### src/rtl/uiq_pkg.sv
// Shared definitions for the issue-queue -> ALU slice: optype codes, field
// widths, the issue-unit FSM state type and the ALU datapath function.
package uiq_pkg;

  localparam int OPTYPE_W = 4;
  localparam int PREG_W   = 6;
  localparam int XLEN     = 32;

  localparam logic [OPTYPE_W-1:0] OP_ADD  = 4'd1;
  localparam logic [OPTYPE_W-1:0] OP_ADDI = 4'd2;
  localparam logic [OPTYPE_W-1:0] OP_LUI  = 4'd3;
  localparam logic [OPTYPE_W-1:0] OP_ORI  = 4'd4;
  localparam logic [OPTYPE_W-1:0] OP_XOR  = 4'd5;
  localparam logic [OPTYPE_W-1:0] OP_SRAI = 4'd6;
  localparam logic [OPTYPE_W-1:0] OP_LB   = 4'd7;
  localparam logic [OPTYPE_W-1:0] OP_LW   = 4'd8;
  localparam logic [OPTYPE_W-1:0] OP_SB   = 4'd9;
  localparam logic [OPTYPE_W-1:0] OP_SW   = 4'd10;

  typedef enum logic [0:0] {
    ST_IDLE = 1'b0,
    ST_EXEC = 1'b1
  } alu_state_e;

  // Codes 1..10 are executable; 0 and 11..15 are dropped at issue.
  function automatic logic is_legal_op(input logic [OPTYPE_W-1:0] op);
    return (op >= OP_ADD) && (op <= OP_SW);
  endfunction

  function automatic logic is_store_op(input logic [OPTYPE_W-1:0] op);
    return (op == OP_SB) || (op == OP_SW);
  endfunction

  // Single-cycle ALU: 32-bit wrap-around, no flags. Memory ops produce the
  // effective address s1 + imm.
  function automatic logic [XLEN-1:0] alu_compute(
    input logic [OPTYPE_W-1:0] op,
    input logic [XLEN-1:0]     s1,
    input logic [XLEN-1:0]     s2,
    input logic [XLEN-1:0]     imm
  );
    logic [XLEN-1:0] r;
    r = '0;
    case (op)
      OP_ADD:  r = s1 + s2;
      OP_ADDI: r = s1 + imm;
      OP_LUI:  r = imm;
      OP_ORI:  r = s1 | imm;
      OP_XOR:  r = s1 ^ s2;
      OP_SRAI: r = $unsigned($signed(s1) >>> imm[4:0]);
      OP_LB, OP_LW, OP_SB, OP_SW: r = s1 + imm;
      default: r = '0;
    endcase
    return r;
  endfunction

endpackage

### src/rtl/alu_issue_unit_if.sv
// Issue-queue <-> ALU slot bundle: issue fields, FU_ready back-pressure and
// the writeback head/grant pair.
//
// Handshake rules:
//   issue: issue_valid_in is a one-cycle strobe; the op is taken on a rising
//          clock edge only when FU_ready_out is 1 in that cycle, otherwise
//          it is lost (the issue queue must re-issue).
//   wb:    wb_valid_out/wb_* stay stable until a cycle with wb_grant_in=1;
//          that edge pops the head. wb_grant_in with wb_valid_out=0 is a no-op.
interface alu_issue_unit_if
  import uiq_pkg::*;
#(
  parameter int ROB_W = 16
);
  logic                issue_valid_in;
  logic [31:0]         PC_in;
  logic [OPTYPE_W-1:0] optype_in;
  logic [31:0]         srcReg1_data_in;
  logic [31:0]         srcReg2_data_in;
  logic [31:0]         imm_in;
  logic [PREG_W-1:0]   destReg_in;
  logic [ROB_W-1:0]    ROBNum_in;
  logic                FU_ready_out;

  logic                wb_valid_out;
  logic                wb_grant_in;
  logic [31:0]         wb_result_out;
  logic [31:0]         wb_store_data_out;
  logic [OPTYPE_W-1:0] wb_optype_out;
  logic [PREG_W-1:0]   wb_destReg_out;
  logic [ROB_W-1:0]    wb_ROBNum_out;
  logic [31:0]         wb_PC_out;
  logic [1:0]          wb_aluNum_out;

  // Issue queue / writeback arbiter side
  modport master (
    output issue_valid_in, PC_in, optype_in, srcReg1_data_in, srcReg2_data_in,
           imm_in, destReg_in, ROBNum_in, wb_grant_in,
    input  FU_ready_out, wb_valid_out, wb_result_out, wb_store_data_out,
           wb_optype_out, wb_destReg_out, wb_ROBNum_out, wb_PC_out, wb_aluNum_out
  );

  // ALU slot side
  modport slave (
    input  issue_valid_in, PC_in, optype_in, srcReg1_data_in, srcReg2_data_in,
           imm_in, destReg_in, ROBNum_in, wb_grant_in,
    output FU_ready_out, wb_valid_out, wb_result_out, wb_store_data_out,
           wb_optype_out, wb_destReg_out, wb_ROBNum_out, wb_PC_out, wb_aluNum_out
  );
endinterface

### src/rtl/alu_result_fifo.sv
// Small show-ahead FIFO for completed ALU results. The head entry is visible
// on head_data whenever head_valid=1 and reads as all-zero when empty.
module alu_result_fifo #(
  parameter int DEPTH = 1,
  parameter int W     = 8
) (
  input  logic         clk,
  input  logic         rstn,
  input  logic         push,
  input  logic [W-1:0] push_data,
  input  logic         pop,
  output logic [W-1:0] head_data,
  output logic         head_valid,
  output logic         full
);
  localparam int PTR_W = (DEPTH > 1) ? $clog2(DEPTH) : 1;
  localparam int CNT_W = $clog2(DEPTH + 1);

  logic [W-1:0]     mem [DEPTH];
  logic [PTR_W-1:0] wr_ptr, rd_ptr;
  logic [CNT_W-1:0] count;
  logic             pop_en;

  function automatic logic [PTR_W-1:0] ptr_inc(input logic [PTR_W-1:0] p);
    return (p == PTR_W'(DEPTH - 1)) ? '0 : p + PTR_W'(1);
  endfunction

  // A pop request against an empty FIFO is dropped.
  assign pop_en     = pop && (count != '0);
  assign head_valid = (count != '0);
  assign full       = (count == CNT_W'(DEPTH));
  assign head_data  = head_valid ? mem[rd_ptr] : '0;

  // Storage write; contents are don't-care while empty, so no reset needed.
  always_ff @(posedge clk) begin
    if (push) mem[wr_ptr] <= push_data;
  end

  // Pointer and occupancy bookkeeping; simultaneous push and pop both apply.
  always_ff @(posedge clk or negedge rstn) begin
    if (!rstn) begin
      wr_ptr <= '0;
      rd_ptr <= '0;
      count  <= '0;
    end else begin
      if (push)   wr_ptr <= ptr_inc(wr_ptr);
      if (pop_en) rd_ptr <= ptr_inc(rd_ptr);
      case ({push, pop_en})
        2'b10:   count <= count + CNT_W'(1);
        2'b01:   count <= count - CNT_W'(1);
        default: count <= count;
      endcase
    end
  end

`ifndef SYNTHESIS
  // The issue unit only accepts an op when a slot is free, so a push into a
  // full FIFO indicates a broken accept condition upstream.
  a_no_overflow: assert property (@(posedge clk) disable iff (!rstn) !(push && full));
`endif

endmodule

### src/rtl/alu_issue_unit.sv
// ALU slot issue unit: accepts one op from the issue queue, executes it for
// EXEC_LAT cycles, and buffers the result until writeback is granted.
// Build option: ALU_SKID_EN gives a 2-entry result queue so a new op can be
// accepted while one result waits for grant; otherwise the queue holds one.
module alu_issue_unit
  import uiq_pkg::*;
#(
  parameter logic [1:0] ALU_ID   = 2'd0,
  parameter int         ROB_W    = 16,
  parameter int         EXEC_LAT = 1
) (
  input  logic             clk,
  input  logic             rstn,
  alu_issue_unit_if.slave  bus,
  output alu_state_e       state_dbg
);
`ifdef ALU_SKID_EN
  localparam int QDEPTH = 2;
`else
  localparam int QDEPTH = 1;
`endif
  localparam int CNT_W   = (EXEC_LAT > 1) ? $clog2(EXEC_LAT) : 1;
  localparam int ENTRY_W = 32 + 32 + OPTYPE_W + PREG_W + ROB_W + 32;

  alu_state_e          state_q, state_d;
  logic [CNT_W-1:0]    cnt_q;
  logic                accept, push, fu_ready;
  logic                q_full, q_valid, q_pop;
  logic [ENTRY_W-1:0]  push_entry, head_entry;

  logic [OPTYPE_W-1:0] op_q;
  logic [31:0]         s1_q, s2_q, imm_q, pc_q;
  logic [PREG_W-1:0]   dest_q;
  logic [ROB_W-1:0]    rob_q;
  logic [31:0]         result, store_data;

  // Ready is decoded from registered state only, never from issue_valid_in.
  assign fu_ready = (state_q == ST_IDLE) && !q_full;

  // Next-state and strobe decode: accept in IDLE, push on the last EXEC cycle.
  always_comb begin
    state_d = state_q;
    accept  = 1'b0;
    push    = 1'b0;
    case (state_q)
      ST_IDLE: begin
        if (bus.issue_valid_in && fu_ready && is_legal_op(bus.optype_in)) begin
          accept  = 1'b1;
          state_d = ST_EXEC;
        end
      end
      ST_EXEC: begin
        if (cnt_q == '0) begin
          push    = 1'b1;
          state_d = ST_IDLE;
        end
      end
      default: state_d = ST_IDLE;
    endcase
  end

  // FSM state register; reset mid-EXEC discards the in-flight op.
  always_ff @(posedge clk or negedge rstn) begin
    if (!rstn) state_q <= ST_IDLE;
    else       state_q <= state_d;
  end

  // EXEC cycle counter: loaded with EXEC_LAT-1 on accept, counts down to 0.
  always_ff @(posedge clk or negedge rstn) begin
    if (!rstn) begin
      cnt_q <= '0;
    end else if (accept) begin
      cnt_q <= CNT_W'(EXEC_LAT - 1);
    end else if ((state_q == ST_EXEC) && (cnt_q != '0)) begin
      cnt_q <= cnt_q - CNT_W'(1);
    end
  end

  // Operand/metadata capture at accept; held stable through EXEC.
  always_ff @(posedge clk or negedge rstn) begin
    if (!rstn) begin
      op_q   <= '0;
      s1_q   <= '0;
      s2_q   <= '0;
      imm_q  <= '0;
      pc_q   <= '0;
      dest_q <= '0;
      rob_q  <= '0;
    end else if (accept) begin
      op_q   <= bus.optype_in;
      s1_q   <= bus.srcReg1_data_in;
      s2_q   <= bus.srcReg2_data_in;
      imm_q  <= bus.imm_in;
      pc_q   <= bus.PC_in;
      dest_q <= bus.destReg_in;
      rob_q  <= bus.ROBNum_in;
    end
  end

  // Datapath: computed from latched operands, consumed on the push cycle.
  always_comb begin
    result     = alu_compute(op_q, s1_q, s2_q, imm_q);
    store_data = is_store_op(op_q) ? s2_q : '0;
  end

  assign push_entry = {result, store_data, op_q, dest_q, rob_q, pc_q};
  assign q_pop      = q_valid && bus.wb_grant_in;

  alu_result_fifo #(
    .DEPTH (QDEPTH),
    .W     (ENTRY_W)
  ) u_result_fifo (
    .clk        (clk),
    .rstn       (rstn),
    .push       (push),
    .push_data  (push_entry),
    .pop        (q_pop),
    .head_data  (head_entry),
    .head_valid (q_valid),
    .full       (q_full)
  );

  assign {bus.wb_result_out, bus.wb_store_data_out, bus.wb_optype_out,
          bus.wb_destReg_out, bus.wb_ROBNum_out, bus.wb_PC_out} = head_entry;
  assign bus.wb_valid_out  = q_valid;
  assign bus.FU_ready_out  = fu_ready;
  assign bus.wb_aluNum_out = ALU_ID;
  assign state_dbg         = state_q;

endmodule
### src/flat_wrapper.sv
// flat-port wrapper written by rule: the top's interface ports become plain ports
module alu_issue_unit_flat import uiq_pkg::*;
#(
  parameter logic [1:0] ALU_ID   = 2'd0,
  parameter int         ROB_W    = 16,
  parameter int         EXEC_LAT = 1
)
  (clk, rstn, state_dbg, bus_issue_valid_in, bus_PC_in, bus_optype_in, bus_srcReg1_data_in, bus_srcReg2_data_in, bus_imm_in, bus_destReg_in, bus_ROBNum_in, bus_wb_grant_in, bus_FU_ready_out, bus_wb_valid_out, bus_wb_result_out, bus_wb_store_data_out, bus_wb_optype_out, bus_wb_destReg_out, bus_wb_ROBNum_out, bus_wb_PC_out, bus_wb_aluNum_out);
  alu_issue_unit_if #(.ROB_W(ROB_W)) bus_i ();
  input  logic clk;
  input  logic rstn;
  output alu_state_e state_dbg;
  input wire logic [$bits(bus_i.issue_valid_in)-1:0] bus_issue_valid_in;
  input wire logic [$bits(bus_i.PC_in)-1:0] bus_PC_in;
  input wire logic [$bits(bus_i.optype_in)-1:0] bus_optype_in;
  input wire logic [$bits(bus_i.srcReg1_data_in)-1:0] bus_srcReg1_data_in;
  input wire logic [$bits(bus_i.srcReg2_data_in)-1:0] bus_srcReg2_data_in;
  input wire logic [$bits(bus_i.imm_in)-1:0] bus_imm_in;
  input wire logic [$bits(bus_i.destReg_in)-1:0] bus_destReg_in;
  input wire logic [$bits(bus_i.ROBNum_in)-1:0] bus_ROBNum_in;
  input wire logic [$bits(bus_i.wb_grant_in)-1:0] bus_wb_grant_in;
  output wire logic [$bits(bus_i.FU_ready_out)-1:0] bus_FU_ready_out;
  output wire logic [$bits(bus_i.wb_valid_out)-1:0] bus_wb_valid_out;
  output wire logic [$bits(bus_i.wb_result_out)-1:0] bus_wb_result_out;
  output wire logic [$bits(bus_i.wb_store_data_out)-1:0] bus_wb_store_data_out;
  output wire logic [$bits(bus_i.wb_optype_out)-1:0] bus_wb_optype_out;
  output wire logic [$bits(bus_i.wb_destReg_out)-1:0] bus_wb_destReg_out;
  output wire logic [$bits(bus_i.wb_ROBNum_out)-1:0] bus_wb_ROBNum_out;
  output wire logic [$bits(bus_i.wb_PC_out)-1:0] bus_wb_PC_out;
  output wire logic [$bits(bus_i.wb_aluNum_out)-1:0] bus_wb_aluNum_out;
  assign bus_i.issue_valid_in = bus_issue_valid_in;
  assign bus_i.PC_in = bus_PC_in;
  assign bus_i.optype_in = bus_optype_in;
  assign bus_i.srcReg1_data_in = bus_srcReg1_data_in;
  assign bus_i.srcReg2_data_in = bus_srcReg2_data_in;
  assign bus_i.imm_in = bus_imm_in;
  assign bus_i.destReg_in = bus_destReg_in;
  assign bus_i.ROBNum_in = bus_ROBNum_in;
  assign bus_i.wb_grant_in = bus_wb_grant_in;
  assign bus_FU_ready_out = bus_i.FU_ready_out;
  assign bus_wb_valid_out = bus_i.wb_valid_out;
  assign bus_wb_result_out = bus_i.wb_result_out;
  assign bus_wb_store_data_out = bus_i.wb_store_data_out;
  assign bus_wb_optype_out = bus_i.wb_optype_out;
  assign bus_wb_destReg_out = bus_i.wb_destReg_out;
  assign bus_wb_ROBNum_out = bus_i.wb_ROBNum_out;
  assign bus_wb_PC_out = bus_i.wb_PC_out;
  assign bus_wb_aluNum_out = bus_i.wb_aluNum_out;
  alu_issue_unit #(.ALU_ID(ALU_ID), .ROB_W(ROB_W), .EXEC_LAT(EXEC_LAT)) u_core (.clk(clk), .rstn(rstn), .bus(bus_i), .state_dbg(state_dbg));
endmodule
### config.mk
export PLATFORM = sky130hd
export DESIGN_NAME = alu_issue_unit_flat
export DESIGN_NICKNAME = d
export VERILOG_FILES = /design/src/rtl/uiq_pkg.sv /design/src/rtl/alu_issue_unit_if.sv /design/src/rtl/alu_result_fifo.sv /design/src/rtl/alu_issue_unit.sv /design/src/flat_wrapper.sv
export SDC_FILE = /design/constraint.sdc
export NUM_CORES = 1
export LEC_CHECK = 0
export BUFFER_PORTS_ARGS = -buffer_cell sky130_fd_sc_hd__buf_2
export CORE_MARGIN = 3
export CORE_UTILIZATION = 25
export DETAILED_ROUTE_END_ITERATION = 10
export GPL_TIMING_DRIVEN = 0
export RECOVER_POWER = 25
export SLEW_MARGIN = 30
export SYNTH_ARGS = -nofsm -noshare
export SYNTH_HDL_FRONTEND = slang
export SYNTH_SLANG_ARGS = --single-unit
### constraint.sdc
create_clock -name clk -period 10.15 [get_ports clk]
set_input_delay 2.03 -clock clk [delete_from_list [all_inputs] [get_ports clk]]
set_output_delay 2.03 -clock clk [all_outputs]
set_load 0.05 [all_outputs]
==> results.txt, run 1 <==
The flow ran to the end, and the final reports show no timing, DRC or antenna violations. The largest net degree at the start of global routing came out at 55. STA classifies the critical path endpoint as an output pin. For this run, the total global-route usage over all layers was measured as 0.1686. The cell repeated most along the worst path is sky130_fd_sc_hd__clkbuf_1. From synthesis to final layout, the design area changed by 23.81%. The HPWL after detailed placement is 43320 µm. TritonCTS built the clock tree.

The biggest fanout along the worst timing path is 10. The max-cap check violation count is 0. The distinct cell type count after synthesis came out at 65. The die covers 64550 µm². The count of cells resized by post-cts repair is 0. The boundary pin count came out at 285. From left edge to right edge, the die measures 254.1 µm. The worst setup skew after layout came out at 0.01651 ns.

The number of DRC markers in iteration 0 came out at 1019. The final weighted congestion of routability-driven global placement is 0.9259. The number of detailed-route iterations in the first pass is 6.

For the worst setup path, the data required time is roughly 8.1 ns. The first global-routing pass estimated 79930 µm of wire. STA puts the critical path data arrival time at just over 3 ns. The largest single stage delay on the critical path is 0.73 ns. The TritonCTS sink count came out at 279.

Input and output buffers added on the ports amount to ~280. The die outline height is 254.1 µm. The slew of the pin with the lowest slew margin came out at 1.285 ns.

The cell with the most instances after synthesis is sky130_fd_sc_hd__mux2_2. In the routed layout, each cell is associated on average with a via count of 4.816. The core region area came out at 60580 µm². The total count of max-transition violations in the final report came out at 0.

In the synthesized netlist, the number of instances is 1338. The most used flip-flop cell after synthesis is sky130_fd_sc_hd__dfrtp_1. The worst pin sits at a relative slew slack of 0.1431. Of the post-synthesis cell area, the dominant cell type holds 0.2554. The area of the mapped netlist came out at 15380 µm². The sum of negative setup slack came out at 0 ns. The cell family contributing the most delay on the critical path is buffers and inverters. The Yosys step of the flow raised 0 warnings. The part of the Yosys area used for sequential elements is 0.4935.

The worst min-delay path category is flop to flop. Counting instances in the post-synthesis netlist gives the leading cell types as sky130_fd_sc_hd__mux2_2 (192), sky130_fd_sc_hd__and2_1 (161), sky130_fd_sc_hd__dfrtp_1 (157). The remaining global-route overflow is 0. Of the cells placed in the final design, the portion with a size suffix greater than 1 is 0.3406. The floorplan has 90 rows. The clock transition at the registers of the reported paths is 0.06 ns. The setup fix buffers added after clock tree synthesis came out at 0. In this run the mean area of a mapped cell was roughly 11 µm². The number of setup violations in the final report came out at 0.

In the synthesized netlist the async set-or-reset flop fraction comes to 0.5627. The maximum clock frequency is 0.1981 GHz. The slowest stage of the critical path is the sky130_fd_sc_hd__clkbuf_1 cell. The source-to-sink clock delay at the later pin of the worst-skew pair is around 0.53 ns. In this run the remaining antenna-violating nets after routing total 0. The depth of the CTS H-tree came out at 2. The via count of the first global-routing pass is 11954. Yosys attributes the largest share of cell area to sky130_fd_sc_hd__dfrtp_1 (26%), sky130_fd_sc_hd__edfxtp_1 (24%), sky130_fd_sc_hd__mux2_2 (14%). The kind of start point of the critical path is a flop. Setup repair after global routing left no endpoint under its margin.

Counting both buffers and inverters, the worst setup path holds a total of 3. After clock tree synthesis, the flow added hold-fix buffers numbering 0. For this block, the routed nets add up to between 50000 and 60000 µm of wire.

The TritonCTS buffer count came out at 34. The total number of nets in the final design came out at 1865. In this run the clock root is driven by a sky130_fd_sc_hd__clkbuf_16. The critical path goes through clkbuf_1 > clkbuf_1 > and2_1 > buf_2.

The number of buffers between clock root and the deepest sink came out at 3. Synthesis inferred 279 register bits. The total via count after detailed routing came out at 11930. The effective utilization at floorplan came out at 0.2539. The class of the most critical setup path is flop to output pin. The initial antenna violation count came out at 2. In the final routed layout, each cell accounts on average for 22.49 µm. The post-route minimum period is approximately 5 ns. The synthesized design spends more area on one cell type than any other, namely sky130_fd_sc_hd__dfrtp_1. Yosys mapped a number of flops with a built-in enable equal to 122.

The share of the clock period used by the worst path is 0.4972. The number of endpoints with negative hold slack in the final report came out at 0. The post-route DRC violation count is 0.
==> metal layers <==
| metal | track usage | vias to the layer above | share of wire |
|---|---|---|---|
| met5 | 0 | - | 0.00023 |
| met4 | 0.04784 | 2 | 0.024 |
| met3 | 0.02845 | 65 | 0.059 |
| met2 | 0.2832 | 441 | 0.48 |
| met1 | 0.2237 | 5904 | 0.44 |
| li1 | - | 5518 | - |
==> worst paths after layout <==
path / slack [ns] / cells after the start / end / startpoint
max: 5.10 / 4 / bus_wb_store_data_out[15] / u_core.u_result_fifo.full$_DFFE_PN0P_
min: 0.44 / 0 / u_core.u_result_fifo.mem[0][53]$_DFFE_PP_ / u_core.dest_q[5]$_DFFE_PN0P_
max reg2reg: 5.29 / 14 / u_core.u_result_fifo.mem[0][115]$_DFFE_PP_ / u_core.op_q[0]$_DFFE_PN0P_
min reg2reg: 0.44 / 0 / u_core.u_result_fifo.mem[0][53]$_DFFE_PP_ / u_core.dest_q[5]$_DFFE_PN0P_
max in group asynchronous: 8.06 / 2 / u_core.s1_q[2]$_DFFE_PN0P_ / rstn
min in group asynchronous: 1.42 / 1 / u_core.rob_q[0]$_DFFE_PN0P_ / rstn
==> through the flow <==
| stage | utilization | hold slack [ns] | worst slack (ns) | instance area (µm²) | cells |
|---|---|---|---|---|---|
| after floorplan | - | 0.4211 | 3.354 | 15390 | 1339 |
| after global placement | 0.2934 | 0.4243 | 0.2616 | 17780 | 2403 |
| after detailed placement | 0.2982 | 0.4275 | 5.352 | 18060 | 2414 |
| after CTS | 0.3172 | 0.4409 | 4.905 | 19220 | 2476 |
| after global routing | 0.3144 | 0.4497 | 4.864 | 19040 | 2476 |
| final | 0.3144 | 0.4376 | 5.103 | 19050 | 2477 |
==> flip-flops by register name (all words and copies together) (netlist names) <==
register / cells
u_core.cnt_q: 1
u_core.dest_q: 6
u_core.u_result_fifo.full: 1
u_core.pc_q: 32
u_core.imm_q: 32
u_core.op_q: 4
u_core.u_result_fifo.mem: 122
u_core.s1_q: 32
u_core.s2_q: 32
u_core.state_dbg: 1
u_core.rob_q: 16
==> cells in the final DEF (no fill, tap or decap), types with 16 or more instances in the layout <==
cell type | Yosys | routed
sky130_fd_sc_hd__buf_2 | 23 | 304
sky130_fd_sc_hd__mux2_2 | 192 | 192
sky130_fd_sc_hd__and2_1 | 161 | 161
sky130_fd_sc_hd__dfrtp_1 | 157 | 157
sky130_fd_sc_hd__nand2_1 | 123 | 123
sky130_fd_sc_hd__edfxtp_1 | 122 | 122
sky130_fd_sc_hd__clkbuf_1 | 55 | 70
sky130_fd_sc_hd__a21oi_1 | 64 | 64
sky130_fd_sc_hd__o21ai_0 | 53 | 53
sky130_fd_sc_hd__xnor2_1 | 50 | 50
sky130_fd_sc_hd__mux2i_1 | 44 | 44
sky130_fd_sc_hd__ha_1 | 38 | 38
sky130_fd_sc_hd__clkbuf_16 | 0 | 37
sky130_fd_sc_hd__nor2_1 | 36 | 36
sky130_fd_sc_hd__o21ai_1 | 16 | 16
sky130_fd_sc_hd__a222oi_1 | 16 | 16
==> area by class of cell <==
cell class	count	area, µm²
clock inverter	13	153.9
multi-input combinational	964	7377
clock buffer	49	1001
antenna	1	2.502
inverter	7	26.28
tap	782	978.4
fill	6224	41540
sequential	279	7592
buffer	89	397.9
timing repair buffer	293	1518
==> kinds of logic after synthesis <==
logic type / count (synthesis) / share of synthesized area
compound gates: 237 / 0.1017
xor+xnor: 61 / 0.03473
simple gates: 379 / 0.1292
fa+ha+maj: 39 / 0.03221
buf+inv: 96 / 0.02749
other cells: 1 / 0.0002438
flops: 279 / 0.4935
mux: 246 / 0.1809
Power of run 1 is not shown: default switching activity piles up to over one toggle a cycle in this logic, so the estimate is an artifact.
==> run 2: changes to the inputs <==
==> constraint.sdc (replaced) <==
create_clock -name clk -period 4.8 [get_ports clk]
set_input_delay 0.96 -clock clk [delete_from_list [all_inputs] [get_ports clk]]
set_output_delay 0.96 -clock clk [all_outputs]
set_load 0.05 [all_outputs]
==> run 2 against run 1 <==
Compared with the run above: the run now ends with capacitance limit, slew limit left; register-to-register slack got worse by 5.1 ns; design area grew 1.0%; first-iteration DRC count decreased by 6.8%; flip-flop and latch count is the same; sequential share of layout area is 0.41 points lower; global-route usage is 0.053 points lower; count of clock-buffer cells in the layout fell by 6; die area stayed put.
==> results.txt, run 2 (same netlist as run 1, synthesis figures left out) <==
The boundary pin count came out at 285 (unchanged). The biggest fanout along the worst timing path came to 10 (unchanged). The initial antenna violation count was 4 (+2).

The die outline height came out at 254.1 µm (unchanged). The site row count is 90 (unchanged). The path class of the tightest hold or removal check is flop to flop.

The global-route wire length before repair came out at 79770 µm (-0.20%). The master cell of the clock root buffer is sky130_fd_sc_hd__clkbuf_16. The number of setup violations in the final report is 0 (unchanged).

The checks that failed: capacitance limit, slew limit. The fraction of final layout cells sized beyond drive strength 1 came out at 0.3508 (+0.01021). The total number of nets in the final design was 1866 (+0.054%). The count of antenna diodes in the layout is 0 (-1). The wire length per cell after detailed routing is 22.43 µm (-0.25%). The final core utilization came out at 0.3176 (+0.003242). The maximum clock frequency is 0.2165 GHz. The instance count along the most critical hold path is 0 (unchanged).

The total via count after detailed routing is 11943 (+0.11%). The number of endpoints with negative hold slack in the final report came out at 0 (unchanged). Setup repair after global routing left no endpoint under its margin.

The total count of max-transition violations in the final report is 46 (+46). The top cell types in the final layout, fill and taps aside, are sky130_fd_sc_hd__buf_2 (303), sky130_fd_sc_hd__mux2_2 (192), sky130_fd_sc_hd__and2_1 (161). The required time at the worst-slack endpoint came to 5.04 ns (-3.08 ns). The internal reg-to-reg setup slack is 0.18 ns (-5.11 ns). The reg-to-reg endpoint is u_core.u_result_fifo.mem[0][106]$_DFFE_PP_. The final wirelength was 55590 µm (-0.21%). The worst register-to-register path begins at u_core.op_q[0]$_DFFE_PN0P_. The TritonCTS buffer count is 35 (+2.9%). The post-detailed-route via-to-cell ratio came out at 4.820 (about the same). The effective utilization at floorplan was 0.2539 (unchanged).

The worst slew margin relative to its limit came out at -1.042 (-1.185). The depth of the CTS H-tree is 2 (unchanged). The logic depth of the worst register-to-register path came out at 14 (unchanged). The clock transition at the registers of the reported paths came out at 0.06 ns (about the same). The core region area is 60580 µm² (unchanged). The post-route minimum period came out at 4.619 ns.

STA classifies the critical path endpoint as a flop. The die area is 64550 µm² (unchanged). The largest net degree at the start of global routing was 59 (+7.3%). The fill cell instance count of the final layout is 6199 (-0.40%). The quantity of I/O buffers inserted on ports is 282 (unchanged).

The total track usage came out at 0.1680 (-0.0005331). The number of buffers between clock root and the deepest sink is 3 (unchanged). The number of detailed-route iterations in the first pass was 6 (unchanged). STA classifies the critical path startpoint as a flop.

The final weighted congestion of routability-driven global placement was 0.9224 (-0.38%). The source-to-sink clock delay at the later pin of the worst-skew pair came out at 0.55 ns (+0.02 ns). The data arrival time of the critical path is 4.86 ns (+1.84 ns).

The HPWL after detailed placement is 43120 µm (-0.44%). The worst hold path begins at u_core.rob_q[10]$_DFFE_PN0P_. TritonCTS built the clock tree. The area growth from synthesis to final layout is 25.09%. The cts-stage hold buffer count came to 0 (unchanged). The width of the die came out at 254.1 µm (unchanged).

The post-route DRC violation count is 0 (unchanged). The slew of the pin with the lowest slew margin is 3.063 ns (+1.777 ns). The final hold slack came out at 0.4377 ns (+0.00006700 ns).

The worst setup skew after layout came to 0.02564 ns (+0.009129 ns). Leaving out fill and tap cells, the most frequent cell in the layout is sky130_fd_sc_hd__buf_2. The max-cap check violation count came out at 1 (+1).

The via count of the first global-routing pass was 12084 (+1.1%). The register bank with the most flops is u_core.u_result_fifo.mem. The flip-flop count of the largest register after layout is 122 (unchanged). The TritonCTS sink count came out at 279 (unchanged).

The remaining global-route overflow came to 0 (unchanged). The number of DRC markers in iteration 0 is 950 (-6.8%). The class of the most critical setup path is flop to flop. The count of antenna-violating nets left after detailed routing came out at 0 (unchanged). The share of the clock period used by the worst path came out at 0.9622.

The sum of negative setup slack is 0 ns (unchanged). The path with the worst hold slack has its endpoint at u_core.u_result_fifo.mem[0][42]$_DFFE_PP_. The run finished, with violations left.
[run 2: changes by cell type in the layout (fill, tap and decap cells not counted), moves of 2 or more]
cell	delta
sky130_fd_sc_hd__clkinvlp_4	+2
sky130_fd_sc_hd__clkbuf_16	-2
sky130_fd_sc_hd__inv_6	+3
sky130_fd_sc_hd__clkinv_2	+2
sky130_fd_sc_hd__clkbuf_1	-12
sky130_fd_sc_hd__buf_16	+6
[run 2: routing by layer]
metal | routed length [µm] | GRT usage | part of all wire
met1 | 23870 | 0.2167 | 0.43
met2 | 27180 | 0.2897 | 0.49
met4 | 1053 | 0.03932 | 0.019
met5 | 41 | 0 | 0.00074
met3 | 3454 | 0.03398 | 0.062
[run 2: cell type report]
class | instances | area [µm²] | share of cell area
multi-input cells | 964 | 7395 | 0.3843
clock buffers | 43 | 945.9 | 0.04915
repair buffers | 293 | 1662 | 0.08635
clock inverters | 21 | 240.2 | 0.01248
plain buffers | 89 | 404.1 | 0.02100
well taps | 782 | 978.4 | 0.05085
inverters | 7 | 26.28 | 0.001365
flip-flops and latches | 279 | 7592 | 0.3945
[run 2: worst max-delay path, cell delays in order (launching register included)]
cell and delay (ns):
sky130_fd_sc_hd__dfrtp_1 0.48, sky130_fd_sc_hd__nand2b_1 0.23, sky130_fd_sc_hd__a21oi_1 0.12, sky130_fd_sc_hd__a31oi_4 0.51, sky130_fd_sc_hd__clkbuf_4 0.40, sky130_fd_sc_hd__mux2_2 0.37, sky130_fd_sc_hd__ha_1 0.42, sky130_fd_sc_hd__nand4_1 0.13
sky130_fd_sc_hd__a21oi_1 0.40, sky130_fd_sc_hd__o21bai_1 0.13, sky130_fd_sc_hd__and2_1 0.19, sky130_fd_sc_hd__o21ai_0 0.39, sky130_fd_sc_hd__a21oi_1 0.17, sky130_fd_sc_hd__xor2_1 0.19, sky130_fd_sc_hd__o221ai_1 0.19
[run 2: worst max path at each step]
stage	from	end	slack, ns	cells past startpoint
after CTS	u_core.op_q[0]$_DFFE_PN0P_	u_core.u_result_fifo.mem[0][115]$_DFFE_PP_	0.003	14
after detailed placement	u_core.op_q[0]$_DFFE_PN0P_	u_core.u_result_fifo.mem[0][115]$_DFFE_PP_	0.03	14
after global placement	u_core.state_dbg$_DFF_PN0_	u_core.u_result_fifo.mem[0][72]$_SDFFCE_PN0P_	-1.26	1
after global routing	u_core.op_q[0]$_DFFE_PN0P_	u_core.u_result_fifo.mem[0][106]$_DFFE_PP_	0.06	14
after floorplan	u_core.state_dbg$_DFF_PN0_	u_core.u_result_fifo.mem[0][0]$_DFFE_PP_	0.35	1
final	u_core.op_q[0]$_DFFE_PN0P_	u_core.u_result_fifo.mem[0][106]$_DFFE_PP_	0.18	14
[run 2: stage by stage]
stage                     worst slack (ns)  cell area (µm²)  std cells
final                               0.1813            19240       2478
after global routing               0.05620            19240       2478
after CTS                         0.003095            19240       2478
after detailed placement           0.03387            18050       2414
after global placement              -1.261            17780       2403
after floorplan                     0.3534            15390       1339
[run 2: repair_timing]
item	4_1_cts	5_1_grt
setup buffers	0	0
gates resized for setup	0	7
endpoints found under the setup margin	0	8
Power of run 2 is left out for the same reason.
